[config.mk]
export PLATFORM = sky130hd
export DESIGN_NAME = parking_exit
export DESIGN_NICKNAME = d
export VERILOG_FILES = /design/src/rtl/parking_exit.sv
export SDC_FILE = /design/constraint.sdc
export NUM_CORES = 1
export LEC_CHECK = 0
export CAP_MARGIN = 30
export CELL_PAD_IN_SITES_DETAIL_PLACEMENT = 1
export CELL_PAD_IN_SITES_GLOBAL_PLACEMENT = 2
export CORE_MARGIN = 10
export CORE_UTILIZATION = 35
export CTS_CLUSTER_SIZE = 20
export DETAILED_ROUTE_END_ITERATION = 6
export HOLD_SLACK_MARGIN = 0.08
export PLACE_DENSITY = 0.77
export RECOVER_POWER = 100
export SYNTH_ARGS = -nofsm -noshare
export SYNTH_HDL_FRONTEND = slang
export SYNTH_SLANG_ARGS = --single-unit
[constraint.sdc]
create_clock -name clk -period 4.5 [get_ports clk]
set_input_delay 0.9 -clock clk [delete_from_list [all_inputs] [get_ports clk]]
set_output_delay 0.9 -clock clk [all_outputs]
set_load 0.1 [all_outputs]
[src/rtl/parking_exit.sv]
// Exit-side car park controller: vehicle table, fee calculation, payment
// collection and exit gate sequencing. The entry side registers vehicles
// through park_in/vn_in; the exit FSM looks them up, charges and releases.
module parking_exit #(
  parameter int N        = 4,
  parameter int TICK_DIV = 8,
  parameter int FEE_RATE = 1
) (
  input  logic         clk,
  input  logic         rst,
  input  logic         park_in,
  input  logic [N-1:0] vn_in,
  input  logic         ex_sens,
  input  logic [N-1:0] vn,
  input  logic         pay_valid,
  input  logic [7:0]   pay_amt,
  input  logic         bk_clear,
  output logic         gate_open,
  output logic [7:0]   fee,
  output logic         fee_valid,
  output logic         err,
  output logic [N:0]   occupancy,
  output logic         full
);

  localparam int SLOTS = 2**N;
  localparam int PW = (TICK_DIV > 1) ? $clog2(TICK_DIV) : 1;
  localparam logic [PW-1:0] PRESC_MAX = PW'(TICK_DIV - 1);
  localparam logic [N:0]    OCC_MAX   = (N+1)'(SLOTS);

  typedef enum logic [2:0] {
    S_IDLE,
    S_LOOKUP,
    S_ERROR,
    S_PAY,
    S_OPEN
  } state_t;

  state_t state, state_nxt;

  logic [PW-1:0]    presc;
  logic [7:0]       now;
  logic [SLOTS-1:0] present;
  logic [7:0]       stamp [SLOTS];
  logic [N-1:0]     v;
  logic [7:0]       paid;
  logic             reg_ok;
  logic             rel_slot;

  // Fee from elapsed time units: scaled by the rate, capped at 255, never 0.
  function automatic logic [7:0] calc_fee(input logic [7:0] elapsed);
    logic [31:0] prod;
    prod = 32'(elapsed) * 32'(FEE_RATE);
    if (prod > 32'd255)
      return 8'hFF;
    else if (prod == 32'd0)
      return 8'd1;
    else
      return prod[7:0];
  endfunction

  // Saturating 8-bit accumulate for the running payment total.
  function automatic logic [7:0] sat_add(input logic [7:0] a, input logic [7:0] b);
    logic [8:0] s;
    s = {1'b0, a} + {1'b0, b};
    return s[8] ? 8'hFF : s[7:0];
  endfunction

  // A registration is accepted only for an absent vehicle while not full;
  // full reflects the value before this cycle, so a same-cycle release does
  // not make room.
  assign reg_ok   = park_in && !present[vn_in] && !full;
  // The slot is freed on the very edge that moves PAY into OPEN.
  assign rel_slot = (state == S_PAY) && (paid >= fee);
  assign full     = (occupancy == OCC_MAX);

  // Time base: prescaler wraps every TICK_DIV cycles and advances now.
  always_ff @(posedge clk) begin
    if (rst) begin
      presc <= '0;
      now   <= '0;
    end else if (presc == PRESC_MAX) begin
      presc <= '0;
      now   <= now + 8'd1;
    end else begin
      presc <= presc + PW'(1);
    end
  end

  // Occupancy table: registration sets, exit release clears.
  always_ff @(posedge clk) begin
    if (rst) begin
      present   <= '0;
      occupancy <= '0;
    end else begin
      if (rel_slot) present[v]     <= 1'b0;
      if (reg_ok)   present[vn_in] <= 1'b1;
      occupancy <= occupancy + (N+1)'(reg_ok) - (N+1)'(rel_slot);
    end
  end

  // Entry timestamps; only meaningful where present is set.
  always_ff @(posedge clk) begin
    if (reg_ok) stamp[vn_in] <= now;
  end

  // Latch the departing vehicle and accumulate its payment.
  always_ff @(posedge clk) begin
    if (state == S_IDLE && ex_sens) v <= vn;
    if (state == S_LOOKUP)
      paid <= 8'd0;
    else if (state == S_PAY && pay_valid)
      paid <= sat_add(paid, pay_amt);
  end

  // Fee is captured on the way into PAY and held until the next lookup.
  always_ff @(posedge clk) begin
    if (rst)
      fee <= 8'd0;
    else if (state == S_LOOKUP && present[v])
      fee <= calc_fee(now - stamp[v]);
  end

  // FSM state register.
  always_ff @(posedge clk) begin
    if (rst) state <= S_IDLE;
    else     state <= state_nxt;
  end

  // FSM next-state logic.
  always_comb begin
    state_nxt = state;
    case (state)
      S_IDLE:   if (ex_sens) state_nxt = S_LOOKUP;
      S_LOOKUP: state_nxt = present[v] ? S_PAY : S_ERROR;
      S_ERROR:  if (!ex_sens) state_nxt = S_IDLE;
      S_PAY: begin
        if (paid >= fee)   state_nxt = S_OPEN;
        else if (!ex_sens) state_nxt = S_IDLE;
      end
      S_OPEN:   if (bk_clear) state_nxt = S_IDLE;
      default:  state_nxt = S_IDLE;
    endcase
  end

  // FSM outputs decoded from the current state.
  always_comb begin
    gate_open = (state == S_OPEN);
    fee_valid = (state == S_PAY);
    err       = (state == S_ERROR);
  end

endmodule
==> results.py, run 1 <==
metrics = {
    "layout": {
        "diodes": 0,
        "leading_cell_types_in_the_layout_fill_and_taps_excluded": "edfxtp_1, dfxtp_1, nor2_1, mux4_2, inv_1",
        "mostFrequentLayoutCell": "edfxtp_1",
        "drive_above_1_share_pct": 16.11,
        "flow.area_growth_from_synthesis_pct": 16.41,
        "layout.nets": 677,
    },
    "drt": {
        "totalWireLength_um": 19880,
        "dr.pass1.iters": 5,
        "wl_met2_um": 10150,
        "ant_nets": 0,
        "dr.max_layer_used": "met4",
        "route.detailed.wl_per_inst_um": 20.88,
        "met3WireLength_um": 608,
        "drc": 0,
        "routed_via_density": 5.274,
        "detailed_route_via_count": 5021,
        "drt_iter0_markers": 374,
        "detail_route.wirelength.met1_um": 8865,
    },
    "pwr": {
        "power-per-cell-area_nw_per_um2": 430.6,
        "ir_drop_mv": 0.2673,
        "total_leakage_power_nw": 3.453,
    },
    "global_routing": {
        "largest_net_degree_at_the_start_of_global_routing": 34,
        "grtUsageTotal_pct": 13.38,
        "globalRoute.totalOverflow": 0,
        "antenna_found_initial": 0,
        "number_of_global_route_vias_before_repair": 5467,
        "first_pass_grt_wire_length_um": 31920,
    },
    "timing": {
        "hold_viol": 0,
        "max_clock_freq_mhz": 240.9,
        "layout_min_cycle_time_ns": 4.152,
        "tightest_slew_ns": 1.561,
        "hold-worst-slack_ns": 0.4618,
        "min_period_over_period_pct": 92.26,
        "slew_headroom_pct": -4.056,
        "final.setup_skew_ns": 0.01022,
        "timing_max_transition_violations_final": 34,
        "finalSetupViolations": 0,
        "setup_repair_after_global_routing_missed_its_margin": "no",
        "setup_total_negative_slack_ns": 0,
    },
    "yosys": {
        "async_flop_share_pct": 0,
        "postSynthNetCount": 621,
        "post_synth_num_cell_types": 56,
        "synth-seq-area-share_pct": 60.28,
        "yosys_register_bits": 187,
        "syn-cell-area_um2": 8402,
        "synth_top_flop_cell": "edfxtp_1",
        "syn-instance-count": 564,
        "postSynthAreaPerCell_um2": 14.90,
        "yosys_warnings": 0,
        "number_of_synthesized_flops_with_an_enable_pin": 132,
    },
    "status": {
        "violations": "max-capacitance violations, max-slew violations",
        "status": "finished, violations left",
    },
    "worst_setup_path": {
        "path_max_fanout": 8,
        "timing_worst_setup_path_type": "in -> reg",
        "worst_r2r_path_depth": 12,
        "endpoint_kind": "flop",
        "regToRegSetupSlack_ns": 0.60,
        "rr_endpoint": "fee[0]",
        "endpoint": "stamp[5][2]",
        "critical_path_required_ns": 4.58,
        "crit_path_start": "vn_in[0]",
        "startpoint_type": "primary input",
        "crit_arrival_ns": 4.23,
    },
    "floorplanning": {
        "floorplan.core_area_um2": 23540,
        "floorplan.initialDensity_pct": 35.69,
        "die_y_um": 174.9,
        "num_io_pins": 39,
        "die_footprint_um2": 30600,
        "std_cell_rows": 56,
        "floorplan.die.width_um": 174.9,
    },
    "clock_network": {
        "htreeDepth": 4,
        "cts_inserted_buffers": 17,
        "ctsResizeCount": 0,
        "max-clock-path-buffers": 2,
        "postCtsHoldBufs": 0,
        "clkSlewWorstSetupHoldPaths_ns": 0.07,
        "tritoncts_clock_tree": "done",
        "post_cts_buffers": 0,
        "clock_latency_ns": 0.44,
        "clock_tree.root_cell": "clkbuf_16",
        "clock-sinks": 187,
    },
    "place": {
        "hpwl_um": 14250,
        "portBuffers": 38,
        "globalplace.congestion": 0.8154,
    },
    "flow_run": {
        "max_cap_viol_count": 1,
    },
    "min_path": {
        "hold_depth": 1,
        "worstHoldPathType": "reg -> reg",
    },
}
cell families after synthesis:
| family | count (synthesis) | share of synthesized area [%] |
|---|---|---|
| fa+ha+maj | 35 | 5.480 |
| flops | 187 | 60.28 |
| mux | 62 | 14.94 |
| simple gates | 113 | 6.940 |
| xor+xnor | 18 | 1.876 |
| compound gates | 86 | 7.521 |
| buf+inv | 63 | 2.963 |
through the flow:
| step | setup WS (ns) | utilization [%] | total power [W] | instances | instance area (um^2) |
|---|---|---|---|---|---|
| 3_3_place_gp | 0.1677 | 39.40 | 0.002767 | 919 | 9275 |
| 6_report | 0.3482 | 41.54 | 0.004211 | 952 | 9781 |
| 2_1_floorplan | 0.2536 | - | 0.002565 | 564 | 8407 |
| 3_5_place_dp | 0.01064 | 39.43 | 0.002799 | 920 | 9283 |
| 4_1_cts | 0.4874 | 41.95 | 0.004269 | 952 | 9876 |
| 5_1_grt | 0.1906 | 41.54 | 0.004402 | 952 | 9781 |
how the worst min path moves through the flow:
stage	from	end	slack, ns
after floorplan	presc[0]	presc[0]	0.40
after global placement	presc[0]	presc[0]	0.41
after detailed placement	presc[0]	presc[0]	0.46
after CTS	presc[0]	presc[0]	0.47
after global routing	presc[0]	presc[0]	0.49
final	presc[0]	presc[0]	0.46
worst max-delay path, cell delays in order:
cell,delay [ns]
dlygate4sd3_1,0.71
mux4_1,0.59
mux2_2,0.27
a2111o_1,0.43
clkbuf_1,0.15
or3_1,0.49
nor2_1,0.21
clkbuf_1,0.47
sequential cells by signal, summed over array words and instances (netlist names), named ones only:
name       count
fee            8
now            8
occupancy      5
paid           8
presc          3
present       16
stamp        128
state          3
v              4
Yosys cell counts, types with 2 or more instances:
cell | count | area [um^2]
nand2_1 | 12 | 45.04
inv_1 | 34 | 127.6
nor2b_1 | 4 | 25.02
o32ai_1 | 2 | 17.52
or3_1 | 6 | 37.54
o311ai_0 | 9 | 78.83
mux2i_1 | 8 | 80.08
or4b_2 | 2 | 20.02
a21o_1 | 6 | 45.04
a21oi_1 | 14 | 70.07
o21a_1 | 7 | 52.55
xor2_1 | 7 | 61.31
nor4_1 | 3 | 18.77
nand3_1 | 3 | 15.01
xnor2_1 | 11 | 96.34
ha_1 | 32 | 400.4
nor2_1 | 45 | 168.9
clkbuf_1 | 20 | 75.07
mux2_2 | 5 | 56.30
dfxtp_1 | 55 | 1101
nor3_1 | 6 | 30.03
nor3b_1 | 3 | 22.52
o221a_2 | 8 | 90.09
nand2b_1 | 15 | 93.84
nand4_1 | 3 | 18.77
mux4_2 | 45 | 1013
mux4_1 | 4 | 105.1
buf_1 | 6 | 22.52
a211oi_1 | 3 | 22.52
o21ai_0 | 22 | 110.1
fa_1 | 3 | 60.06
edfxtp_1 | 132 | 3964
and2_1 | 3 | 18.77
o41a_1 | 4 | 45.04
power by group:
group / leakage [nW] / internal [W] / switching (W) / total (W)
logic: 1.48 / 0.000321 / 0.000464 / 0.000785
clock network: 0.292 / 0.000825 / 0.000649 / 0.00147
registers: 1.68 / 0.00188 / 0.0000669 / 0.00195
area by class of cell:
class                   count  area [um^2]
repair buffers             66        511.7
well taps                 319        399.1
clock buffers              23        520.5
fillers                  2450        13760
clock inverters             9        72.57
flip-flops and latches    187         5066
multi-input cells         314         3083
inverters                  34        127.6
layer usage:
layer  up-vias  track usage, %
li1       2301               -
met1      2616           16.88
met2        83           22.63
met3        21           2.371
met4         0           4.698
met5         -               0
No activity file was read; power rests on OpenSTA's default activity.
==> run 2, diff against run 1 <==
--- a/config.mk
+++ b/config.mk
@@ -5,6 +5,7 @@
 export SDC_FILE = /design/constraint.sdc
 export NUM_CORES = 1
 export LEC_CHECK = 0
+export ABC_AREA = 1
 export CAP_MARGIN = 30
 export CELL_PAD_IN_SITES_DETAIL_PLACEMENT = 1
 export CELL_PAD_IN_SITES_GLOBAL_PLACEMENT = 2
@@ -13,8 +14,9 @@
 export CTS_CLUSTER_SIZE = 20
 export DETAILED_ROUTE_END_ITERATION = 6
 export HOLD_SLACK_MARGIN = 0.08
-export PLACE_DENSITY = 0.77
+export PLACE_DENSITY = 0.84
 export RECOVER_POWER = 100
+export SLEW_MARGIN = 20
 export SYNTH_ARGS = -nofsm -noshare
 export SYNTH_HDL_FRONTEND = slang
 export SYNTH_SLANG_ARGS = --single-unit
==> results.py, run 2 <==
metrics = {
    "status": {
        "status": "finished, violations left",
        "violations": "max-capacitance violations, max-slew violations",
    },
    "floorplanning": {
        "floorplan.core_area_um2": 25040,
        "die_y_um": 179.0,
        "die_footprint_um2": 32050,
        "floorplan.initialDensity_pct": 35.36,
        "std_cell_rows": 58,
        "floorplan.die.width_um": 179.0,
        "num_io_pins": 39,
    },
    "place": {
        "hpwl_um": 16060,
        "portBuffers": 38,
        "place_area_um2": 9597,
        "globalplace.congestion": 0.8063,
    },
    "yosys": {
        "ys_top_cells_by_count": "edfxtp_1, nand2_1, inv_1",
        "synth_most_common_cell": "edfxtp_1",
        "syn-cell-area_um2": 8852,
        "synth.top_cells.by_area": "edfxtp_1, dfxtp_1, nand2_1",
        "post-synth-top-area-cell": "edfxtp_1",
        "synth_top_flop_cell": "edfxtp_1",
        "syn-instance-count": 905,
        "post-synth-top-area-fraction_pct": 44.78,
        "yosys-mux-area-fraction_pct": 0,
        "yosys.area_share.xor_xnor_pct": 0.9894,
        "postSynthNetCount": 962,
        "synth_compound_gate_area_share_pct": 14.05,
        "yosys.area_share.simple_pct": 15.97,
        "synth_top_family_by_area": "simple AND/OR/NAND/NOR gates",
        "number_of_synthesized_flops_with_an_enable_pin": 132,
        "postSynthAreaPerCell_um2": 9.781,
        "yosys_register_bits": 187,
        "yosys_warnings": 0,
        "synth_adder_area_share_pct": 5.201,
        "synth-seq-area-share_pct": 57.22,
        "post_synth_num_cell_types": 43,
        "async_flop_share_pct": 0,
    },
    "min_path": {
        "worstHoldPathType": "reg -> reg",
        "hold_path.startpoint": "presc[0]",
        "hold_depth": 1,
        "min_to": "presc[0]",
    },
    "drt": {
        "dr.pass1.iters": 5,
        "detailed_route_via_count": 6564,
        "drt_iter0_markers": 484,
        "route.detailed.wl_per_inst_um": 18.07,
        "totalWireLength_um": 23220,
        "drc": 0,
        "routed_via_density": 5.108,
        "ant_nets": 0,
    },
    "timing": {
        "setup_total_negative_slack_ns": 0,
        "timing_max_transition_violations_final": 28,
        "final.setup_skew_ns": 0.01455,
        "max_clock_freq_mhz": 277.9,
        "slew_headroom_pct": -6.493,
        "hold_viol": 0,
        "finalSetupViolations": 0,
        "tightest_slew_ns": 1.597,
        "min_period_over_period_pct": 79.96,
        "setup_repair_after_global_routing_missed_its_margin": "no",
        "layout_min_cycle_time_ns": 3.598,
    },
    "flow_run": {
        "max_cap_viol_count": 1,
    },
    "pwr": {
        "sw_frac_of_total_pct": 33.50,
        "power.combinational.fraction_pct": 23.1,
        "total_leakage_power_nw": 4.052,
        "clkPwrFrac_pct": 33.9,
        "power-per-cell-area_nw_per_um2": 445.6,
        "power_frac_seq_pct": 43.0,
        "ir_drop_mv": 0.2937,
        "switch_pwr_w": 0.001510,
        "p_int_w": 0.002998,
    },
    "layout": {
        "regMostFlops": "stamp",
        "diodes": 0,
        "largest_register_ffs": 128,
        "fillerInstances": 2846,
        "mostFrequentLayoutCell": "edfxtp_1",
        "drive_above_1_share_pct": 6.387,
        "reg.largest.list": "stamp: 128 flops, present: 16 flops",
        "flow.area_growth_from_synthesis_pct": 14.26,
        "multi_input_comb_area_um2": 3143,
        "layout.nets": 999,
        "leading_cell_types_in_the_layout_fill_and_taps_excluded": "edfxtp_1, nand2_1, inv_1",
        "regArea_um2": 5066,
        "fin_area_um2": 10110,
    },
    "global_routing": {
        "grt_util_met1_pct": 20.33,
        "first_pass_grt_wire_length_um": 37780,
        "antenna_found_initial": 0,
        "grt.met2_usage_pct": 24.31,
        "globalRoute.totalOverflow": 0,
        "number_of_global_route_vias_before_repair": 6919,
        "grtUsageTotal_pct": 15.17,
        "use_met3_pct": 2.696,
        "grt_most_used_layer": "met2",
        "largest_net_degree_at_the_start_of_global_routing": 65,
    },
    "worst_setup_path": {
        "worst_r2r_path_depth": 16,
        "timing.critical_path.slowest_cell_delay_ns": 0.59,
        "regToRegSetupSlack_ns": 0.95,
        "endpoint_kind": "flop",
        "crit_arrival_ns": 3.93,
        "critical_path_required_ns": 4.83,
        "timing_worst_setup_path_type": "in -> reg",
        "path_buf_inv": 6,
        "crit_path_cell_trace": "dlygate4sd3_1 -> nand2_1 -> inv_1 -> a22oi_1 -> nand2_1 -> nand3_1 -> nand2_1 -> nor2_1 -> and2_2 -> inv_1 -> ha_1 -> inv_1 -> ha_1 -> inv_1 -> fa_1 -> inv_1 -> nand2_1 -> a21oi_1 -> nor2_1 -> o21ai_0 -> a21oi_1",
        "rr_endpoint": "fee[0]",
        "startpoint_type": "primary input",
        "timing.critical_path.slowest_stage_cell": "dlygate4sd3_1",
        "path_max_fanout": 5,
        "worst_path_dominant_cell_family": "buffers and inverters",
        "critical-path-top-cell-by-count": "inv_1",
    },
    "clock_network": {
        "cts_inserted_buffers": 17,
        "tritoncts_clock_tree": "done",
        "clock-sinks": 187,
        "ctsResizeCount": 0,
        "max-clock-path-buffers": 2,
        "clock_latency_ns": 0.45,
        "post_cts_buffers": 0,
        "htreeDepth": 4,
        "clkSlewWorstSetupHoldPaths_ns": 0.07,
        "postCtsHoldBufs": 0,
        "clock_tree.root_cell": "clkbuf_16",
    },
}
run 2: cell types whose count changed after synthesis, sizes merged, moves of 9 or more:
cell / delta
o21ai: +74
nand2: +120
nand3: +52
inv: +81
o211ai: +9
a22oi: +11
nand2b: -15
mux4: -49
o311ai: -9
o221ai: +20
nor2: +68
a21oi: +33
run 2: worst max path at each step:
stage / from / to / slack [ns] / cells after the start
floorplan: occupancy[4] / occupancy[4] / 0.22 / 16
global placement: vn_in[0] / occupancy[4] / 0.61 / 19
detailed placement: vn_in[0] / occupancy[4] / 0.54 / 19
CTS: vn_in[0] / occupancy[4] / 0.99 / 19
global route: vn_in[1] / occupancy[4] / 0.52 / 21
finish: vn_in[1] / occupancy[4] / 0.90 / 21
run 2: cells by family (layout without fill, tap and decap cells):
family                     Yosys count  in the layout
AOI/OAI and AO/OA                  204            204
buffers and inverters              147            197
adders and majority gates           35             35
xor gates and xnor gates            10             10
DFF                                187            187
and+or+nand+nor                    322            322
run 2: layout make-up:
cell class | count | share of cell area [%]
Tap cell | 330 | 4.082
Clock inverter | 14 | 1.658
Sequential cell | 187 | 50.09
Timing Repair Buffer | 48 | 4.515
Multi-Input combinational cell | 571 | 31.07
Inverter | 117 | 4.342
Clock buffer | 18 | 4.243
run 2: layer usage:
metal / wire [um] / vias to the layer above
met5: 0 / -
met4: 353 / 0
met3: 684 / 25
met2: 10860 / 98
met1: 11330 / 3241
li1: - / 3200
run 2: metrics by stage:
| step | hold WS, ns | instances | setup WS (ns) | total power, W | util [%] |
|---|---|---|---|---|---|
| finish | 0.4383 | 1285 | 0.9017 | 0.004508 | 40.40 |
| global route | 0.4891 | 1285 | 0.5247 | 0.004738 | 40.40 |
| CTS | 0.4423 | 1285 | 0.9947 | 0.004569 | 40.71 |
| detailed placement | 0.4326 | 1253 | 0.5425 | 0.003039 | 38.33 |
| global placement | 0.4121 | 1253 | 0.6085 | 0.003023 | 38.33 |
| floorplan | 0.3990 | 905 | 0.2250 | 0.002731 | - |
run 2: power by group through the flow:
| stage | Combinational (W) | Clock, W | Sequential [W] |
|---|---|---|---|
| after global placement | 0.00104 | 0 | 0.00198 |
| after floorplan | 0.000648 | 0 | 0.00208 |
| final | 0.00104 | 0.00153 | 0.00194 |
| after CTS | 0.00107 | 0.00156 | 0.00194 |
| after detailed placement | 0.00106 | 0 | 0.00198 |
| after global routing | 0.00116 | 0.00163 | 0.00195 |
